## src/rtl/lcd_defs.sv

```systemverilog
// Shared definitions for the 16x2 LCD string writer: HD44780 command bytes,
// sequencer state/phase encodings, nibble transmitter states and small helpers.
package lcd_defs;

  // HD44780 command bytes
  localparam logic [7:0] FUNC_4BIT_2L = 8'h28;
  localparam logic [7:0] DISP_ON      = 8'h0C;
  localparam logic [7:0] ENTRY_INC    = 8'h06;
  localparam logic [7:0] CLEAR        = 8'h01;
  localparam logic [7:0] HOME         = 8'h02;
  localparam logic [7:0] LINE1_ADDR   = 8'h80;
  localparam logic [7:0] LINE2_ADDR   = 8'hC0;

  // Top sequencer states
  localparam logic [3:0] ST_PWRUP = 4'd0;
  localparam logic [3:0] ST_INIT  = 4'd1;
  localparam logic [3:0] ST_CFG   = 4'd2;
  localparam logic [3:0] ST_IDLE  = 4'd3;
  localparam logic [3:0] ST_CLR   = 4'd4;
  localparam logic [3:0] ST_ADDR1 = 4'd5;
  localparam logic [3:0] ST_LINE1 = 4'd6;
  localparam logic [3:0] ST_ADDR2 = 4'd7;
  localparam logic [3:0] ST_LINE2 = 4'd8;

  // Phases of one byte (or single init nibble) transfer
  localparam logic [2:0] PH_START = 3'd0;
  localparam logic [2:0] PH_HI    = 3'd1;
  localparam logic [2:0] PH_GAP   = 3'd2;
  localparam logic [2:0] PH_LO    = 3'd3;
  localparam logic [2:0] PH_WAIT  = 3'd4;

  // Nibble transmitter states
  localparam logic [1:0] TX_IDLE  = 2'd0;
  localparam logic [1:0] TX_SETUP = 2'd1;
  localparam logic [1:0] TX_EHI   = 2'd2;
  localparam logic [1:0] TX_HOLD  = 2'd3;

  // Timer load value; a zero or negative length still waits one cycle
  function automatic logic [19:0] wait_load(input int cycles);
    if (cycles < 1) return 20'd1;
    else return cycles[19:0];
  endfunction

  // Configuration byte sequence issued after the nibble-mode init
  function automatic logic [7:0] cfg_byte(input logic [1:0] step);
    case (step)
      2'd0:    return FUNC_4BIT_2L;
      2'd1:    return DISP_ON;
      2'd2:    return ENTRY_INC;
      default: return CLEAR;
    endcase
  endfunction

endpackage

```

## src/rtl/lcd_nibble_tx.sv

```systemverilog
// Single-nibble LCD write: presents RS and data, waits two setup cycles,
// raises E for T_EHI cycles, drops E and holds RS/data one more cycle, then
// signals ack for that cycle. RS/data keep their value afterwards.
module lcd_nibble_tx
  import lcd_defs::*;
#(
  parameter int T_EHI = 12
) (
  input  logic       clk,
  input  logic       rst,
  input  logic       req,
  input  logic       rs,
  input  logic [3:0] nib,
  output logic       ack,
  output logic       lcd_e,
  output logic       lcd_rs,
  output logic [3:0] lcd_dat
);

  localparam logic [19:0] EHI_LOAD = (T_EHI <= 1) ? 20'd0 : wait_load(T_EHI - 1);

  logic [1:0]  state_r;
  logic [19:0] cnt_r;

  assign ack = (state_r == TX_HOLD);

  // Nibble timing state machine; all LCD pins are registered so reset forces E low cleanly
  always_ff @(posedge clk) begin
    if (rst) begin
      state_r <= TX_IDLE;
      cnt_r   <= 20'd0;
      lcd_e   <= 1'b0;
      lcd_rs  <= 1'b0;
      lcd_dat <= 4'h0;
    end else begin
      case (state_r)
        TX_IDLE: begin
          if (req) begin
            lcd_rs  <= rs;
            lcd_dat <= nib;
            cnt_r   <= 20'd1;
            state_r <= TX_SETUP;
          end
        end
        TX_SETUP: begin
          if (cnt_r == 20'd0) begin
            lcd_e   <= 1'b1;
            cnt_r   <= EHI_LOAD;
            state_r <= TX_EHI;
          end else begin
            cnt_r <= cnt_r - 20'd1;
          end
        end
        TX_EHI: begin
          if (cnt_r == 20'd0) begin
            lcd_e   <= 1'b0;
            state_r <= TX_HOLD;
          end else begin
            cnt_r <= cnt_r - 20'd1;
          end
        end
        TX_HOLD: state_r <= TX_IDLE;
        default: begin
          lcd_e   <= 1'b0;
          state_r <= TX_IDLE;
        end
      endcase
    end
  end

endmodule

```

## src/rtl/lcd_string_writer.sv

```systemverilog
// 16x2 HD44780 string writer (4-bit, write-only). Runs power-up init, then
// rewrites both lines from a latched 32-char frame on every cls request.
// Optional feature: define LCD_CLEAR_ON_REFRESH_EN to issue a display clear
// (0x01, long wait) at the start of every refresh.
module lcd_string_writer
  import lcd_defs::*;
#(
  parameter int T_PWRUP = 750000,
  parameter int T_INIT1 = 205000,
  parameter int T_INIT2 = 5000,
  parameter int T_CMD   = 2000,
  parameter int T_CLR   = 82000,
  parameter int T_EHI   = 12,
  parameter int T_GAP   = 50
) (
  input  logic         CCLK,
  input  logic         rst,
  input  logic         cls,
  input  logic [255:0] strdata,
  output logic         busy,
  output logic         done,
  output logic         LCDE,
  output logic         LCDRS,
  output logic         LCDRW,
  output logic [3:0]   LCDDAT
);

  localparam logic [19:0] LD_PWRUP = wait_load(T_PWRUP);
  localparam logic [19:0] LD_INIT1 = wait_load(T_INIT1);
  localparam logic [19:0] LD_INIT2 = wait_load(T_INIT2);
  localparam logic [19:0] LD_CMD   = wait_load(T_CMD);
  localparam logic [19:0] LD_CLR   = wait_load(T_CLR);
  localparam logic [19:0] LD_GAP   = wait_load(T_GAP);

`ifdef LCD_CLEAR_ON_REFRESH_EN
  localparam logic [3:0] REFRESH_FIRST = ST_CLR;
`else
  localparam logic [3:0] REFRESH_FIRST = ST_ADDR1;
`endif

  logic [3:0]   state_r;
  logic [2:0]   phase_r;
  logic [4:0]   idx_r;
  logic [19:0]  timer_r;
  logic [255:0] frame_r;
  logic         pending_r;
  logic         busy_r;
  logic         done_r;
  logic         req_r;
  logic         tx_rs_r;
  logic [3:0]   tx_nib_r;

  logic         tx_ack_s;
  logic [7:0]   cur_byte_s;
  logic         cur_rs_s;
  logic         nibble_only_s;
  logic [19:0]  init_wait_s;
  logic         clr_like_s;
  logic [19:0]  byte_wait_s;
  logic         expired_s;
  logic         step_done_s;
  logic         last_step_s;
  logic         finish_s;
  logic         start_s;

  assign busy  = busy_r;
  assign done  = done_r;
  assign LCDRW = 1'b0;

  lcd_nibble_tx #(.T_EHI(T_EHI)) u_tx (
    .clk    (CCLK),
    .rst    (rst),
    .req    (req_r),
    .rs     (tx_rs_r),
    .nib    (tx_nib_r),
    .ack    (tx_ack_s),
    .lcd_e  (LCDE),
    .lcd_rs (LCDRS),
    .lcd_dat(LCDDAT)
  );

  // Decode the byte for the current step, its post-write wait, and step/refresh boundaries
  always_comb begin
    cur_byte_s    = 8'h00;
    cur_rs_s      = 1'b0;
    nibble_only_s = 1'b0;
    init_wait_s   = LD_CMD;
    case (state_r)
      ST_INIT: begin
        nibble_only_s = 1'b1;
        cur_byte_s    = (idx_r == 5'd3) ? 8'h02 : 8'h03;
        if (idx_r == 5'd0) init_wait_s = LD_INIT1;
        else if (idx_r == 5'd1) init_wait_s = LD_INIT2;
        else init_wait_s = LD_CMD;
      end
      ST_CFG:   cur_byte_s = cfg_byte(idx_r[1:0]);
      ST_CLR:   cur_byte_s = CLEAR;
      ST_ADDR1: cur_byte_s = LINE1_ADDR;
      ST_ADDR2: cur_byte_s = LINE2_ADDR;
      ST_LINE1, ST_LINE2: begin
        cur_byte_s = frame_r[{~idx_r, 3'b000} +: 8];
        cur_rs_s   = 1'b1;
      end
      default: cur_byte_s = 8'h00;
    endcase
    clr_like_s  = !cur_rs_s && ((cur_byte_s == CLEAR) || (cur_byte_s == HOME));
    byte_wait_s = nibble_only_s ? init_wait_s : (clr_like_s ? LD_CLR : LD_CMD);
    expired_s   = (timer_r <= 20'd1);
    step_done_s = (phase_r == PH_WAIT) && expired_s &&
                  (state_r != ST_PWRUP) && (state_r != ST_IDLE);
    last_step_s = ((state_r == ST_CFG) && (idx_r == 5'd3)) ||
                  ((state_r == ST_LINE2) && (idx_r == 5'd31));
    finish_s    = step_done_s && last_step_s;
    start_s     = ((state_r == ST_IDLE) && (cls || pending_r)) || (finish_s && pending_r);
  end

  // Sequencer: power-up wait, per-byte nibble/gap/wait phases, frame latch and pending request
  always_ff @(posedge CCLK) begin
    if (rst) begin
      state_r   <= ST_PWRUP;
      phase_r   <= PH_START;
      idx_r     <= 5'd0;
      timer_r   <= LD_PWRUP;
      frame_r   <= 256'd0;
      pending_r <= 1'b0;
      busy_r    <= 1'b1;
      done_r    <= 1'b0;
      req_r     <= 1'b0;
      tx_rs_r   <= 1'b0;
      tx_nib_r  <= 4'h0;
    end else begin
      req_r  <= 1'b0;
      done_r <= step_done_s && (state_r == ST_LINE2) && (idx_r == 5'd31);
      case (state_r)
        ST_PWRUP: begin
          if (expired_s) begin
            state_r <= ST_INIT;
            idx_r   <= 5'd0;
            phase_r <= PH_START;
          end else begin
            timer_r <= timer_r - 20'd1;
          end
        end
        ST_IDLE: phase_r <= PH_START;
        default: begin
          case (phase_r)
            PH_START: begin
              req_r    <= 1'b1;
              tx_rs_r  <= cur_rs_s;
              tx_nib_r <= nibble_only_s ? cur_byte_s[3:0] : cur_byte_s[7:4];
              phase_r  <= PH_HI;
            end
            PH_HI: begin
              if (tx_ack_s) begin
                timer_r <= nibble_only_s ? byte_wait_s : LD_GAP;
                phase_r <= nibble_only_s ? PH_WAIT : PH_GAP;
              end
            end
            PH_GAP: begin
              if (expired_s) begin
                req_r    <= 1'b1;
                tx_rs_r  <= cur_rs_s;
                tx_nib_r <= cur_byte_s[3:0];
                phase_r  <= PH_LO;
              end else begin
                timer_r <= timer_r - 20'd1;
              end
            end
            PH_LO: begin
              if (tx_ack_s) begin
                timer_r <= byte_wait_s;
                phase_r <= PH_WAIT;
              end
            end
            PH_WAIT: begin
              if (expired_s) begin
                phase_r <= PH_START;
                case (state_r)
                  ST_INIT: begin
                    if (idx_r == 5'd3) begin
                      state_r <= ST_CFG;
                      idx_r   <= 5'd0;
                    end else begin
                      idx_r <= idx_r + 5'd1;
                    end
                  end
                  ST_CFG: idx_r <= idx_r + 5'd1;
                  ST_CLR: begin
                    state_r <= ST_ADDR1;
                    idx_r   <= 5'd0;
                  end
                  ST_ADDR1: begin
                    state_r <= ST_LINE1;
                    idx_r   <= 5'd0;
                  end
                  ST_LINE1: begin
                    if (idx_r == 5'd15) begin
                      state_r <= ST_ADDR2;
                      idx_r   <= 5'd16;
                    end else begin
                      idx_r <= idx_r + 5'd1;
                    end
                  end
                  ST_ADDR2: state_r <= ST_LINE2;
                  ST_LINE2: begin
                    if (idx_r != 5'd31) idx_r <= idx_r + 5'd1;
                  end
                  default: state_r <= ST_IDLE;
                endcase
              end else begin
                timer_r <= timer_r - 20'd1;
              end
            end
            default: phase_r <= PH_START;
          endcase
        end
      endcase
      // Refresh start / end override the step advance above
      if (start_s) begin
        frame_r   <= strdata;
        pending_r <= 1'b0;
        busy_r    <= 1'b1;
        state_r   <= REFRESH_FIRST;
        idx_r     <= 5'd0;
        phase_r   <= PH_START;
      end else begin
        if (finish_s) begin
          state_r <= ST_IDLE;
          busy_r  <= 1'b0;
        end
        if (cls && busy_r) pending_r <= 1'b1;
      end
    end
  end

endmodule

```

## config.mk

```make
export PLATFORM = sky130hd
export DESIGN_NAME = lcd_string_writer
export DESIGN_NICKNAME = d
export VERILOG_FILES = /design/src/rtl/lcd_defs.sv /design/src/rtl/lcd_nibble_tx.sv /design/src/rtl/lcd_string_writer.sv
export SDC_FILE = /design/constraint.sdc
export NUM_CORES = 1
export LEC_CHECK = 0
export ABC_CLOCK_PERIOD_IN_PS = 4900
export CORE_MARGIN = 3
export CORE_UTILIZATION = 30
export DETAILED_ROUTE_END_ITERATION = 10
export PLACE_DENSITY_LB_ADDON = 0.15
export SYNTH_ARGS = -nofsm -noshare
export SYNTH_HDL_FRONTEND = slang
export SYNTH_SLANG_ARGS = --single-unit
export TNS_END_PERCENT = 1
```

## constraint.sdc

```tcl
create_clock -name CCLK -period 4.9 [get_ports CCLK]
set_input_delay 0.49 -clock CCLK [delete_from_list [all_inputs] [get_ports CCLK]]
set_output_delay 0.49 -clock CCLK [all_outputs]
set_load 0.02 [all_outputs]
```

==> metrics <==
final number of setup-violating endpoints=0; flip-flop and latch count after synthesis=about 330; largest voltage drop on the vdd net=227 uV; Total Neg Setup Slack=0 ns; final worst-path cycle share=0.722; Starting Density=0.306; CP max FO=55; class of the tightest hold or removal check=input port to flip-flop; Die X=233 um; final-stage net count=2300; Cell Pwr Density=about 330 mW/mm^2; Post-Synthesis Net Count=2118; H-tree depth=2; gate family responsible for the most delay along the worst path=multiplexers; Die Area=0.0543 mm^2; worst path bufs/invs=1; area grow syn2layout=27.0%; number of buffers created by CTS=39; Seq/Total Area, Yosys=0.421; post-CTS setup buffer count=0; Site Rows=82; leftover overflow at the end of global routing=0; weighted congestion at the end of routability-driven global placement=about 0.85; headroom to the max-slew limit=0.216; pin count of the biggest net entering global routing=around 220; Yosys Warn Count=0; arrival time of the worst setup path=3.97 ns; post-route cell area=0.0196 mm^2; floorplan die height=233 um; Sink Count=around 330; antenna-violating nets left=0; top-count cell post-synth=nand2_1; critical path capture point type=flip-flop; setup repair after global routing missed its margin=false; unique cell type count in the Yosys netlist=82; CTS Buffer Depth=3; master cell of the clock root buffer=clkbuf_16; Fin. Hold Viols=0; top cell type's share of synthesized area=0.421; clock tree from TritonCTS=yes; maximum operating frequency=283 MHz; number of cells produced by synthesis=1844; Initial DRT Pass Iterations=5; Crit-path slowest cell=dfxtp_4; Setup crit start kind=flip-flop; area of the core region=0.0506 mm^2; crit-path max cell delay=0.61 ns; total I/O pin count=268; post-layout power=~0.0064 W; placed instance area=0.0184 mm^2; Vias/cell=5.02; clock-pin slew of the registers on the worst-case setup and hold paths=0.06 ns; worst-skew pair later-pin latency=about 0.56 ns; global router's overall resource usage=0.180; ratio of cells with drive above 1 in the final layout=0.110; maximum capacitance violations=0; average footprint of a synthesized cell=between 8 and 9 um^2; Required @ worst endpoint=5.33 ns; number of synthesized flops with an enable pin=0; detail-routed net length per standard cell=18.2 um; Final Worst Setup Slack=approximately 1.4 ns; via count=13.7k; top post-synthesis cells by count=nand2_1, dfxtp_1, a21oi_1; HPWL after detailed placement=35.0 mm; async set or reset register ratio after synthesis=0; filler cell count in the final layout=5203; cell type with the highest aggregate area in the netlist=dfxtp_1; via count of the first global-routing pass=between 10k and 15k; initial antenna violation count=4; global-route wire length before repair=76.6 mm; most repeated library cell on the critical path=mux4_2; Port Buffer Count=roughly 270; dominant cells by area after synthesis=dfxtp_1, nand2_1, a21oi_1, mux4_2, nor2_1; run status=finished clean; leakage power=6.33 nW; violation count after the first detailed-route iteration=1072; Setup CP Type=flip-flop to flip-flop; clk_skew=approximately 0.017 ns; number of slew-limit violations in the final report=0; top_reg_cell synth=dfxtp_1; WL final=49.7 mm; number of hold buffers added after CTS=0; time the final worst path needs with I/O delays and setup=3.54 ns; post-detailed-route DRC marker count=0; slew at the pin closest to its max-slew limit=1.17 ns; Post-Place Setup Slack=1.42 ns; Post-Syn Area=0.0155 mm^2; count of instances resized after the clock tree is built=0; cell chain of the critical path=buf_12 -> mux4_2 -> mux4_2 -> o32ai_1 -> nor3b_1 -> a31oi_1 -> or2_2
[placed cells by master (no fill, tap or decap), types with 14 or more instances in the layout]
master and instances:
nand2_1 550, dfxtp_1 322, a21oi_1 294, clkdlybuf4s50_1 265
nor2_1 82, mux4_2 62, clkbuf_16 40, o21ai_0 35
nand3_1 27, nor3_1 21, nand2_2 20, a21oi_2 20
inv_1 17, mux2_2 16, a31oi_1 15, ha_1 15
mux2i_1 14
[power breakdown]
| part | leakage [nW] | internal (W) | switching (W) | total, W |
|---|---|---|---|---|
| clock | 0.629 | 0.00167 | 0.00116 | 0.00283 |
| combinational | 3.08 | 0.000392 | 0.000474 | 0.000866 |
| sequential | 2.62 | 0.00270 | 0.0000543 | 0.00275 |
[final cells by class]
| class | count | area, um^2 | share of cell area |
|---|---|---|---|
| antenna | 4 | 10.0 | 0.000510 |
| clock buffer | 56 | 1170 | 0.0596 |
| clock inverter | 15 | 101 | 0.00516 |
| inverter | 19 | 71.3 | 0.00363 |
| multi-input combinational | 1360 | 8080 | 0.411 |
| sequential | 325 | 6520 | 0.332 |
| tap | 672 | 841 | 0.0428 |
| timing repair buffer | 281 | 2860 | 0.145 |
[registers in the layout (all words and copies together), names as in the netlist]
register and count:
pending_r 1, u_tx.lcd_rs 1, state_r 4, u_tx.lcd_dat 4
idx_r 5, frame_r 256, done 1, tx_rs_r 1
u_tx.lcd_e 1, u_tx.cnt_r 20, timer_r 20, phase_r 3
req_r 1, busy 1, tx_nib_r 4, u_tx.state_r 2
[layer usage]
metal	global-route usage	vias to the layer above	share of wire
li1	-	6775	-
met1	0.240	6568	0.45
met2	0.296	316	0.48
met3	0.0332	55	0.050
met4	0.0518	4	0.020
met5	0	-	0.00054
[cells by family (layout without fill, tap and decap cells)]
group,count (synthesis),after routing,synth area share
multiplexers,92,92,0.111
buffers and inverters,159,371,0.0577
AO/OA/AOI/OAI,448,448,0.169
flip-flops,325,325,0.421
AND/OR/NAND/NOR,788,788,0.220
adder cells (fa/ha/maj),15,15,0.0121
other,1,5,0.000242
XOR/XNOR,16,16,0.00906
[through the flow]
| step | hold slack (ns) | util | instances |
|---|---|---|---|
| floorplan | 0.432 | - | 1844 |
| global placement | 0.439 | 0.363 | 2657 |
| detailed placement | 0.444 | 0.363 | 2657 |
| CTS | 0.336 | 0.388 | 2728 |
| global route | 0.369 | 0.388 | 2729 |
| finish | 0.350 | 0.388 | 2732 |
[path summary, 6_finish.rpt]
path                                          startpoint                        end  slack (ns)  depth (start not counted)
worst min register to register  frame_r[44]$_SDFFE_PP0P_   frame_r[44]$_SDFFE_PP0P_        0.45                          2
worst min-delay path                                 rst  frame_r[240]$_SDFFE_PP0P_        0.35                          2
worst max register to register     idx_r[1]$_SDFFE_PP0P_    timer_r[9]$_SDFFE_PP0P_        1.36                          7
worst max-delay path               idx_r[1]$_SDFFE_PP0P_    timer_r[9]$_SDFFE_PP0P_        1.36                          7
No activity file was read; power rests on OpenSTA's default activity.
